==> src/rtl/ring_meter_pkg.sv <==
// Shared definitions for the ring-oscillator frequency meter: FSM state
// encoding, the base gate length and the gate-length helper.
package ring_meter_pkg;

    // Measurement sequencer states.
    typedef enum logic [1:0] {
        IDLE  = 2'd0,
        ARM   = 2'd1,
        COUNT = 2'd2,
        DONE  = 2'd3
    } meter_state_t;

    // Shortest gate window is 2^GATE_BASE_LOG2 system-clock cycles.
    localparam int GATE_BASE_LOG2 = 8;

    // Width of the gate window selector.
    localparam int GATE_SEL_W = 3;

    // Number of clk cycles in the gate window selected by sel.
    function automatic logic [31:0] gate_len(input logic [GATE_SEL_W-1:0] sel);
        int shift_amt;
        shift_amt = GATE_BASE_LOG2 + int'(sel);
        gate_len  = 32'd1 << shift_amt;
    endfunction

    // Terminal value of a gate counter that starts at zero for window sel.
    function automatic logic [31:0] gate_last(input logic [GATE_SEL_W-1:0] sel);
        gate_last = gate_len(sel) - 32'd1;
    endfunction

endpackage

==> src/rtl/ring_edge_sync.sv <==
// Brings the asynchronous divided oscillator into the clk domain and turns
// its rising edges into single-cycle pulses. The history flop tracks the
// synchronized level every cycle, so loading it at arm time is implicit;
// prime additionally blanks the pulse for that cycle so a level that is
// already high when a window is armed never produces a count.
module ring_edge_sync #(
    parameter int SYNC_STAGES = 2
) (
    input  logic clk,
    input  logic rst_n,
    input  logic osc_in,
    input  logic prime,
    output logic rise
);

    logic [SYNC_STAGES-1:0] sync_r;
    logic                   hist_r;
    logic                   sync_top_s;

    assign sync_top_s = sync_r[SYNC_STAGES-1];

    // Metastability chain: osc_in enters at bit 0 and moves toward the top.
    always_ff @(posedge clk or negedge rst_n) begin
        if (!rst_n) begin
            sync_r <= '0;
        end else begin
            sync_r <= {sync_r[SYNC_STAGES-2:0], osc_in};
        end
    end

    // History flop: previous synchronized level, reloaded every cycle.
    always_ff @(posedge clk or negedge rst_n) begin
        if (!rst_n) begin
            hist_r <= 1'b0;
        end else begin
            hist_r <= sync_top_s;
        end
    end

    // Rise pulse: synchronized high while history is low, masked while priming.
    always_comb begin
        rise = 1'b0;
        if (prime) begin
            rise = 1'b0;
        end else begin
            rise = sync_top_s & ~hist_r;
        end
    end

endmodule

==> src/rtl/ring_freq_meter.sv <==
// Ring-oscillator frequency meter: counts synchronized rising edges of
// osc_in over a gate window of 2^(GATE_BASE_LOG2+gate_sel) clk cycles and
// presents the result with a valid/ack handshake. The edge count saturates
// and flags overflow; continuous mode re-arms after every acknowledge.
module ring_freq_meter
    import ring_meter_pkg::*;
#(
    parameter int SYNC_STAGES = 2,
    parameter int CNT_W       = 16,
    parameter int GATE_W      = 16
) (
    input  logic             clk,
    input  logic             rst_n,
    input  logic             osc_in,
    input  logic             start,
    input  logic             continuous,
    input  logic [2:0]       gate_sel,
    input  logic             ack,
    output logic [CNT_W-1:0] count,
    output logic             overflow,
    output logic             valid,
    output logic             busy
);

    localparam logic [CNT_W-1:0]  CNT_ONE  = {{(CNT_W-1){1'b0}}, 1'b1};
    localparam logic [CNT_W-1:0]  CNT_MAX  = {CNT_W{1'b1}};
    localparam logic [GATE_W-1:0] GATE_ONE = {{(GATE_W-1){1'b0}}, 1'b1};

    meter_state_t            state_r;
    logic [GATE_SEL_W-1:0]   gate_sel_r;
    logic [GATE_W-1:0]       gate_cnt_r;
    logic [CNT_W-1:0]        edge_cnt_r;
    logic                    ovf_r;
    logic [CNT_W-1:0]        count_r;
    logic                    overflow_r;
    logic                    valid_r;
    logic                    busy_r;

    logic                    rise_s;
    logic                    prime_s;
    logic [GATE_W-1:0]       gate_last_s;

    assign prime_s     = (state_r == ARM);
    assign gate_last_s = GATE_W'(gate_last(gate_sel_r));

    assign count    = count_r;
    assign overflow = overflow_r;
    assign valid    = valid_r;
    assign busy     = busy_r;

    ring_edge_sync #(
        .SYNC_STAGES (SYNC_STAGES)
    ) u_edge_sync (
        .clk    (clk),
        .rst_n  (rst_n),
        .osc_in (osc_in),
        .prime  (prime_s),
        .rise   (rise_s)
    );

    // Measurement sequencer with gate/edge counters and registered result.
    always_ff @(posedge clk or negedge rst_n) begin
        if (!rst_n) begin
            state_r    <= IDLE;
            gate_sel_r <= '0;
            gate_cnt_r <= '0;
            edge_cnt_r <= '0;
            ovf_r      <= 1'b0;
            count_r    <= '0;
            overflow_r <= 1'b0;
            valid_r    <= 1'b0;
            busy_r     <= 1'b0;
        end else begin
            case (state_r)
                IDLE: begin
                    if (start) begin
                        state_r <= ARM;
                        busy_r  <= 1'b1;
                    end else begin
                        state_r <= IDLE;
                        busy_r  <= 1'b0;
                    end
                end

                ARM: begin
                    // The window length is frozen here; later gate_sel
                    // changes only affect the next arm.
                    gate_sel_r <= gate_sel;
                    gate_cnt_r <= '0;
                    edge_cnt_r <= '0;
                    ovf_r      <= 1'b0;
                    state_r    <= COUNT;
                    busy_r     <= 1'b1;
                end

                COUNT: begin
                    if (rise_s) begin
                        if (edge_cnt_r == CNT_MAX) begin
                            ovf_r <= 1'b1;
                        end else begin
                            edge_cnt_r <= edge_cnt_r + CNT_ONE;
                        end
                    end else begin
                        edge_cnt_r <= edge_cnt_r;
                    end
                    gate_cnt_r <= gate_cnt_r + GATE_ONE;
                    if (gate_cnt_r == gate_last_s) begin
                        state_r <= DONE;
                        busy_r  <= 1'b0;
                    end else begin
                        state_r <= COUNT;
                        busy_r  <= 1'b1;
                    end
                end

                DONE: begin
                    // valid is low only on the entry cycle, since leaving
                    // DONE and dropping valid happen on the same edge.
                    if (!valid_r) begin
                        count_r    <= edge_cnt_r;
                        overflow_r <= ovf_r;
                        valid_r    <= 1'b1;
                    end else if (ack) begin
                        valid_r <= 1'b0;
                        if (continuous) begin
                            state_r <= ARM;
                            busy_r  <= 1'b1;
                        end else begin
                            state_r <= IDLE;
                            busy_r  <= 1'b0;
                        end
                    end else begin
                        valid_r <= 1'b1;
                    end
                end

                default: begin
                    state_r <= IDLE;
                    valid_r <= 1'b0;
                    busy_r  <= 1'b0;
                end
            endcase
        end
    end

endmodule

==> config.mk <==
export PLATFORM = sky130hd
export DESIGN_NAME = ring_freq_meter
export DESIGN_NICKNAME = d
export VERILOG_FILES = /design/src/rtl/ring_meter_pkg.sv /design/src/rtl/ring_edge_sync.sv /design/src/rtl/ring_freq_meter.sv
export SDC_FILE = /design/constraint.sdc
export NUM_CORES = 1
export LEC_CHECK = 0
export BUFFER_PORTS_ARGS = -buffer_cell sky130_fd_sc_hd__buf_2
export CAP_MARGIN = 20
export CORE_ASPECT_RATIO = 0.75
export CORE_MARGIN = 2
export CORE_UTILIZATION = 59
export CTS_CLUSTER_DIAMETER = 60
export CTS_CLUSTER_SIZE = 10
export DETAILED_ROUTE_END_ITERATION = 12
export GPL_ROUTABILITY_DRIVEN = 0
export PLACE_DENSITY = 0.87
export SLEW_MARGIN = 20
export SYNTH_ARGS = -nofsm -noshare
export SYNTH_HDL_FRONTEND = slang
export SYNTH_SLANG_ARGS = --single-unit
==> constraint.sdc <==
create_clock -name clk -period 2.8 [get_ports clk]
set_input_delay 0.42 -clock clk [delete_from_list [all_inputs] [get_ports clk]]
set_output_delay 0.42 -clock clk [all_outputs]
set_load 0.02 [all_outputs]
==> results of run 1 <==
-- through the flow --
step	cells	utilization [%]
2_1_floorplan	301	-
3_3_place_gp	381	65.5
5_1_grt	396	69.1
3_5_place_dp	381	65.5
6_report	396	69.1
4_1_cts	396	69.1
-- worst max-delay path, stage by stage, from the launching register on --
cell and delay, ns:
dfrtp_1 0.50, or3_1 0.44, ha_1 0.30, o41ai_1 0.41, a31oi_1 0.08, nor4_1 0.46
o21ai_0 0.16
-- cells by family after synthesis --
| logic type | Yosys count |
|---|---|
| and+or+nand+nor | 110 |
| xor gates and xnor gates | 18 |
| AOI/OAI and AO/OA | 62 |
| adders and majority gates | 7 |
| muxes | 16 |
| DFF | 60 |
| buffers and inverters | 28 |
-- layout by cell type (no fill, tap or decap), drive strengths merged, types with 7 or more instances in the layout --
cell type	synthesis	routed
dfrtp	60	60
nand2	33	33
buf	4	32
nor2	23	23
o21ai	22	22
inv	16	16
a21oi	14	14
nand3	13	13
mux2	13	13
xnor2	12	12
clkbuf	8	11
nand4	9	9
or3	8	8
ha	7	7
-- how the worst max path moves through the flow --
stage | start | endpoint | slack, ns
2_1_floorplan | gate_sel_r[0] | busy | 0.74
3_3_place_gp | state_r[0] | edge_cnt_r[8] | 0.50
3_5_place_dp | gate_sel_r[2] | busy | 0.39
4_1_cts | gate_sel_r[2] | busy | 0.38
5_1_grt | gate_sel_r[2] | busy | 0.05
6_report | gate_sel_r[2] | busy | 0.34
-- where the power goes --
group	leakage, nW	internal, W	switching, W
sequential	0.814	0.000956	0.000124
combinational	0.630	0.000351	0.000526
clock	0.0872	0.000361	0.000336
-- registers in the layout, summed over array words and instances (netlist names) --
signal / cells
busy: 1
count: 16
edge_cnt_r: 16
gate_cnt_r: 16
gate_sel_r: 3
overflow: 1
ovf_r: 1
state_r: 2
u_edge_sync.hist_r: 1
u_edge_sync.sync_r: 2
valid: 1
-- routing by layer --
layer  GRT usage, %  vias up  wire length [um]
met4           9.77        0                71
li1               -     1125                 -
met2           35.5       79              2730
met3           8.36       10               357
met5              0        -                 0
met1           33.5     1130              2790
-- area by class of cell --
type                       instances  area [um^2]  share of cell area, %
timing repair buffer              32          185                   5.47
inverter                          16         60.1                   1.77
sequential                        60         1500                   44.3
multi-input combinational        213         1390                   41.0
tap                               60         75.1                   2.22
clock buffer                      11          151                   4.47
clock inverter                     4         25.0                  0.739
==> flow_summary.yaml, run 1 <==
synthesis:
  synth_seq_cells: 60
  synthesis.area_mm2: 0.00301
  netlist_instances: 301
  synth_nets: 317
  yosys-top-cells-area: "dfrtp_1 (50%), mux2_2 (4.9%), nand2_1 (4.1%), o21ai_0 (3.7%), xnor2_1 (3.5%)"
  ys_warn_count: 0
  synth-edff-count: 0
  synth.largest_area_cell: "dfrtp_1"
  avgSynthCellArea_um2: 10.0
  synth-seq-area-share_pct: 49.8
  async_reset_ff_share_pct: 100
  post_synth_fa_ha_maj_area_fraction_pct: 2.91
  synth-simple-area-share_pct: 19.0
  netlist_top_cells_count: "dfrtp_1 (60), nand2_1 (33), nor2_1 (22), o21ai_0 (22), inv_1 (16)"
  synth_top_area_share_pct: 49.8
  synth_cell_type_count: 48
  synthXorXnorAreaFrac_pct: 5.23
  yosys-mux-area-fraction_pct: 5.86
  synth-compound-area-share_pct: 13.1
  synth_top_family_by_area: "simple AND/OR/NAND/NOR gates"
  yosysMostFrequentCell: "dfrtp_1"
  synth-main-ff-cell: "dfrtp_1"
drt:
  wire_per_inst_um: 15.0
  dr.pass1.iters: 5
  drtAntennaViolNets: 0
  viasPerCell: 5.92
  drt_first_iter_violations: 227
  route.vias.total: 2344
  wirelength_um: 5950
  drc: 0
clocking:
  holdBufCountCts: 0
  numCtsBuffers: 9
  tritoncts: "done"
  cts_root_buf: "clkbuf_8"
  cts.sinks: 60
  post_cts_buffers: 0
  clk_latency_ns: 0.34
  path_clk_slew_ns: 0.06
  ctsHtreeMaxLevel: 3
  cts_resized: 0
  clockBufferDepth: 2
sta:
  setup_violations: 0
  finalMaxSlewViolations: 0
  tightest_slew_ns: 0.755
  finalHoldViolCount: 0
  timing.final.ws_setup_ns: 0.340
  fin_skew_ns: 0.00531
  fmax_mhz: 407
  fin_crit_ns: 2.46
  hold_ws_ns: 0.135
  finalCritPeriodShare_pct: 87.8
  setup_tns_ns: 0
  slew_headroom_pct: 49.6
  rsz0062_at_grt: "no"
floorplanning:
  fp.coreArea_mm2: 0.00490
  die_area_mm2: 0.00570
  fp.dieW_um: 86.5
  rows: 22
  die_y_um: 65.9
  start_util_pct: 61.5
  io_pins: 28
critical_path:
  cp_max_fo: 14
  timing.rr.end: "busy"
  end_kind: "flip-flop"
  rr_worst_depth: 6
  critPathArrivalTime_ns: 2.66
  r2r_slack_ns: 0.34
  cp-start-kind: "flip-flop"
  rr_startpoint: "gate_sel_r[2]"
  crit_type: "flip-flop to flip-flop"
  crit_required_ns: 3.00
global_routing:
  antenna_found_initial: 0
  grt_pass1_vias: 2283
  grt_overflow: 0
  grt_start_max_net_pins: 34
  grt_usage_pct: 24.4
  grt_pass1_wl_um: 10600
placed_design:
  dpl-instance-area_mm2: 0.00321
  place_hpwl_um: 4240
  port_buffers: 27
  place_worst_setup_slack_ns: 0.392
cells_and_area:
  diodes: 0
  drive_above_1_share_pct: 20.5
  finish.instance_area_mm2: 0.00339
  fill_cells: 357
  syn_to_final_growth_pct: 12.4
  nets: 348
power_and_ir_drop:
  irDropWorstVdd_v: 0.000759
  power_density_mw_per_mm2: 784
  leakage_nw: 1.53
  power_w: 0.00265
min_path:
  hp-class: "input pin to asynchronous set/reset pin"
run_status:
  outcome: "completed"
run:
  max-cap-violations: 0
Note: power is estimated with default switching activity, not from simulation.
==> inputs of run 2 (changes only) <==
--- a/config.mk
+++ b/config.mk
@@ -7,9 +7,11 @@
 export LEC_CHECK = 0
 export BUFFER_PORTS_ARGS = -buffer_cell sky130_fd_sc_hd__buf_2
 export CAP_MARGIN = 20
+export CELL_PAD_IN_SITES_DETAIL_PLACEMENT = 0
+export CELL_PAD_IN_SITES_GLOBAL_PLACEMENT = 1
 export CORE_ASPECT_RATIO = 0.75
 export CORE_MARGIN = 2
-export CORE_UTILIZATION = 59
+export CORE_UTILIZATION = 46
 export CTS_CLUSTER_DIAMETER = 60
 export CTS_CLUSTER_SIZE = 10
 export DETAILED_ROUTE_END_ITERATION = 12
==> run 2 against run 1 <==
Compared with the run above: sequential power barely moved; die area rose by 27%; utilization fell by 14 points; power rose by 6.3%; global-route usage fell by 5.8 points; critical path depth did not move; non-clock buffer count rose by 2; largest cell class unchanged.
==> flow_summary.yaml, run 2 (synthesis results as in run 1) <==
placed_design:
  place_hpwl_um: 4250
  port_buffers: 27
global_routing:
  grt_pass1_vias: 2166
  grt_usage_pct: 18.5
  antenna_found_initial: 0
  grt_pass1_wl_um: 10600
  grt_start_max_net_pins: 29
  grt_overflow: 0
power_and_ir_drop:
  seqPwrFrac_pct: 38.3
  clockPowerShare_pct: 30.4
  combPwrFrac_pct: 31.4
  swShare_pct: 35.0
  p_int_w: 0.00183
  switchingPower_w: 0.000988
  power_density_mw_per_mm2: 816
  leakage_nw: 1.56
  irDropWorstVdd_v: 0.000431
min_path:
  hp-class: "input pin to asynchronous set/reset pin"
clocking:
  tritoncts: "done"
  cts_root_buf: "clkbuf_8"
  post_cts_buffers: 0
  ctsHtreeMaxLevel: 3
  clockBufferDepth: 2
  holdBufCountCts: 0
  path_clk_slew_ns: 0.07
  cts_resized: 0
  clk_latency_ns: 0.33
  numCtsBuffers: 9
  cts.sinks: 60
drt:
  viasPerCell: 5.50
  drc: 0
  wirelength_um: 5970
  route.vias.total: 2309
  highest_layer: "met4"
  wire_per_inst_um: 14.2
  dr.pass1.iters: 4
  routed-wl-met3_um: 257
  drt_first_iter_violations: 108
  met1_length_um: 3110
  drtAntennaViolNets: 0
  routed-wl-met2_um: 2530
critical_path:
  critPathArrivalTime_ns: 2.65
  crit_required_ns: 2.99
  end_kind: "flip-flop"
  cp_max_fo: 14
  crit_type: "flip-flop to flip-flop"
  cp-start-kind: "flip-flop"
floorplanning:
  start_util_pct: 47.7
  rows: 25
  fp.coreArea_mm2: 0.00632
  die_y_um: 74.1
  io_pins: 28
  fp.dieW_um: 97.5
  die_area_mm2: 0.00722
sta:
  finalHoldViolCount: 0
  fmax_mhz: 407
  slew_headroom_pct: 48.4
  fin_crit_ns: 2.46
  fin_skew_ns: 0.00890
  finalMaxSlewViolations: 0
  finalCritPeriodShare_pct: 87.7
  rsz0062_at_grt: "no"
  hold_ws_ns: 0.0969
  setup_violations: 0
  tightest_slew_ns: 0.774
  setup_tns_ns: 0
cells_and_area:
  final_cell_mix: "dfrtp_1 (60), nand2_1 (33), buf_2 (27)"
  fill_cells: 591
  syn_to_final_growth_pct: 14.7
  nets: 350
  drive_above_1_share_pct: 20.6
  diodes: 0
  final_common_cell: "dfrtp_1"
run_status:
  outcome: "completed"
run:
  max-cap-violations: 0
run 2: layer usage:
layer | vias to the layer above | global-route usage [%]
li1 | 1141 | -
met1 | 1115 | 26.1
met2 | 47 | 27.4
met3 | 6 | 5.55
met4 | 0 | 6.94
met5 | - | 0
run 2: power by group through the flow:
| stage | sequential, W | clock, W | combinational [W] |
|---|---|---|---|
| 2_1_floorplan | 0.00106 | 0 | 0.000697 |
| 3_3_place_gp | 0.00109 | 0 | 0.000869 |
| 3_5_place_dp | 0.00109 | 0 | 0.000884 |
| 4_1_cts | 0.00108 | 0.000874 | 0.000890 |
| 5_1_grt | 0.00110 | 0.000913 | 0.00101 |
| 6_report | 0.00108 | 0.000856 | 0.000884 |
run 2: final timing paths:
check | endpoint | slack, ns | depth (start not counted) | start
max | busy | 0.34 | 6 | gate_sel_r[2]
max in group asynchronous | gate_cnt_r[2] | 2.03 | 2 | rst_n
min reg2reg | u_edge_sync.sync_r[1] | 0.36 | 0 | u_edge_sync.sync_r[0]
max reg2reg | busy | 0.34 | 6 | gate_sel_r[2]
min | state_r[0] | 0.1 | 1 | rst_n
min in group clk | u_edge_sync.sync_r[0] | 0.19 | 1 | osc_in
run 2: final cells by class:
type                    instances  area (um^2)  share of cell area [%]
clock buffers                  12          145                    4.20
clock inverters                 4         72.6                    2.10
flip-flops and latches         60         1500                    43.4
inverters                      16         60.1                    1.74
well taps                      81          101                    2.93
repair buffers                 34          188                    5.43
multi-input cells             213         1390                    40.2
run 2: metrics by stage:
| stage | total power (W) | setup slack [ns] | std cells | instance area, um^2 | util, % |
|---|---|---|---|---|---|
| 3_5_place_dp | 0.00198 | 0.405 | 404 | 3240 | 51.3 |
| 5_1_grt | 0.00302 | 0.159 | 420 | 3460 | 54.7 |
| 3_3_place_gp | 0.00195 | 0.500 | 404 | 3240 | 51.3 |
| 6_report | 0.00282 | 0.343 | 420 | 3460 | 54.7 |
| 4_1_cts | 0.00284 | 0.385 | 420 | 3460 | 54.7 |
| 2_1_floorplan | 0.00176 | 0.737 | 301 | 3010 | - |
run 2: critical path: stages (launching register included):
cell     delay [ns]
dfrtp_1        0.51
or3_1          0.45
ha_1           0.30
o41ai_1        0.39
a31oi_1        0.08
nor4_1         0.43
o21ai_0        0.16
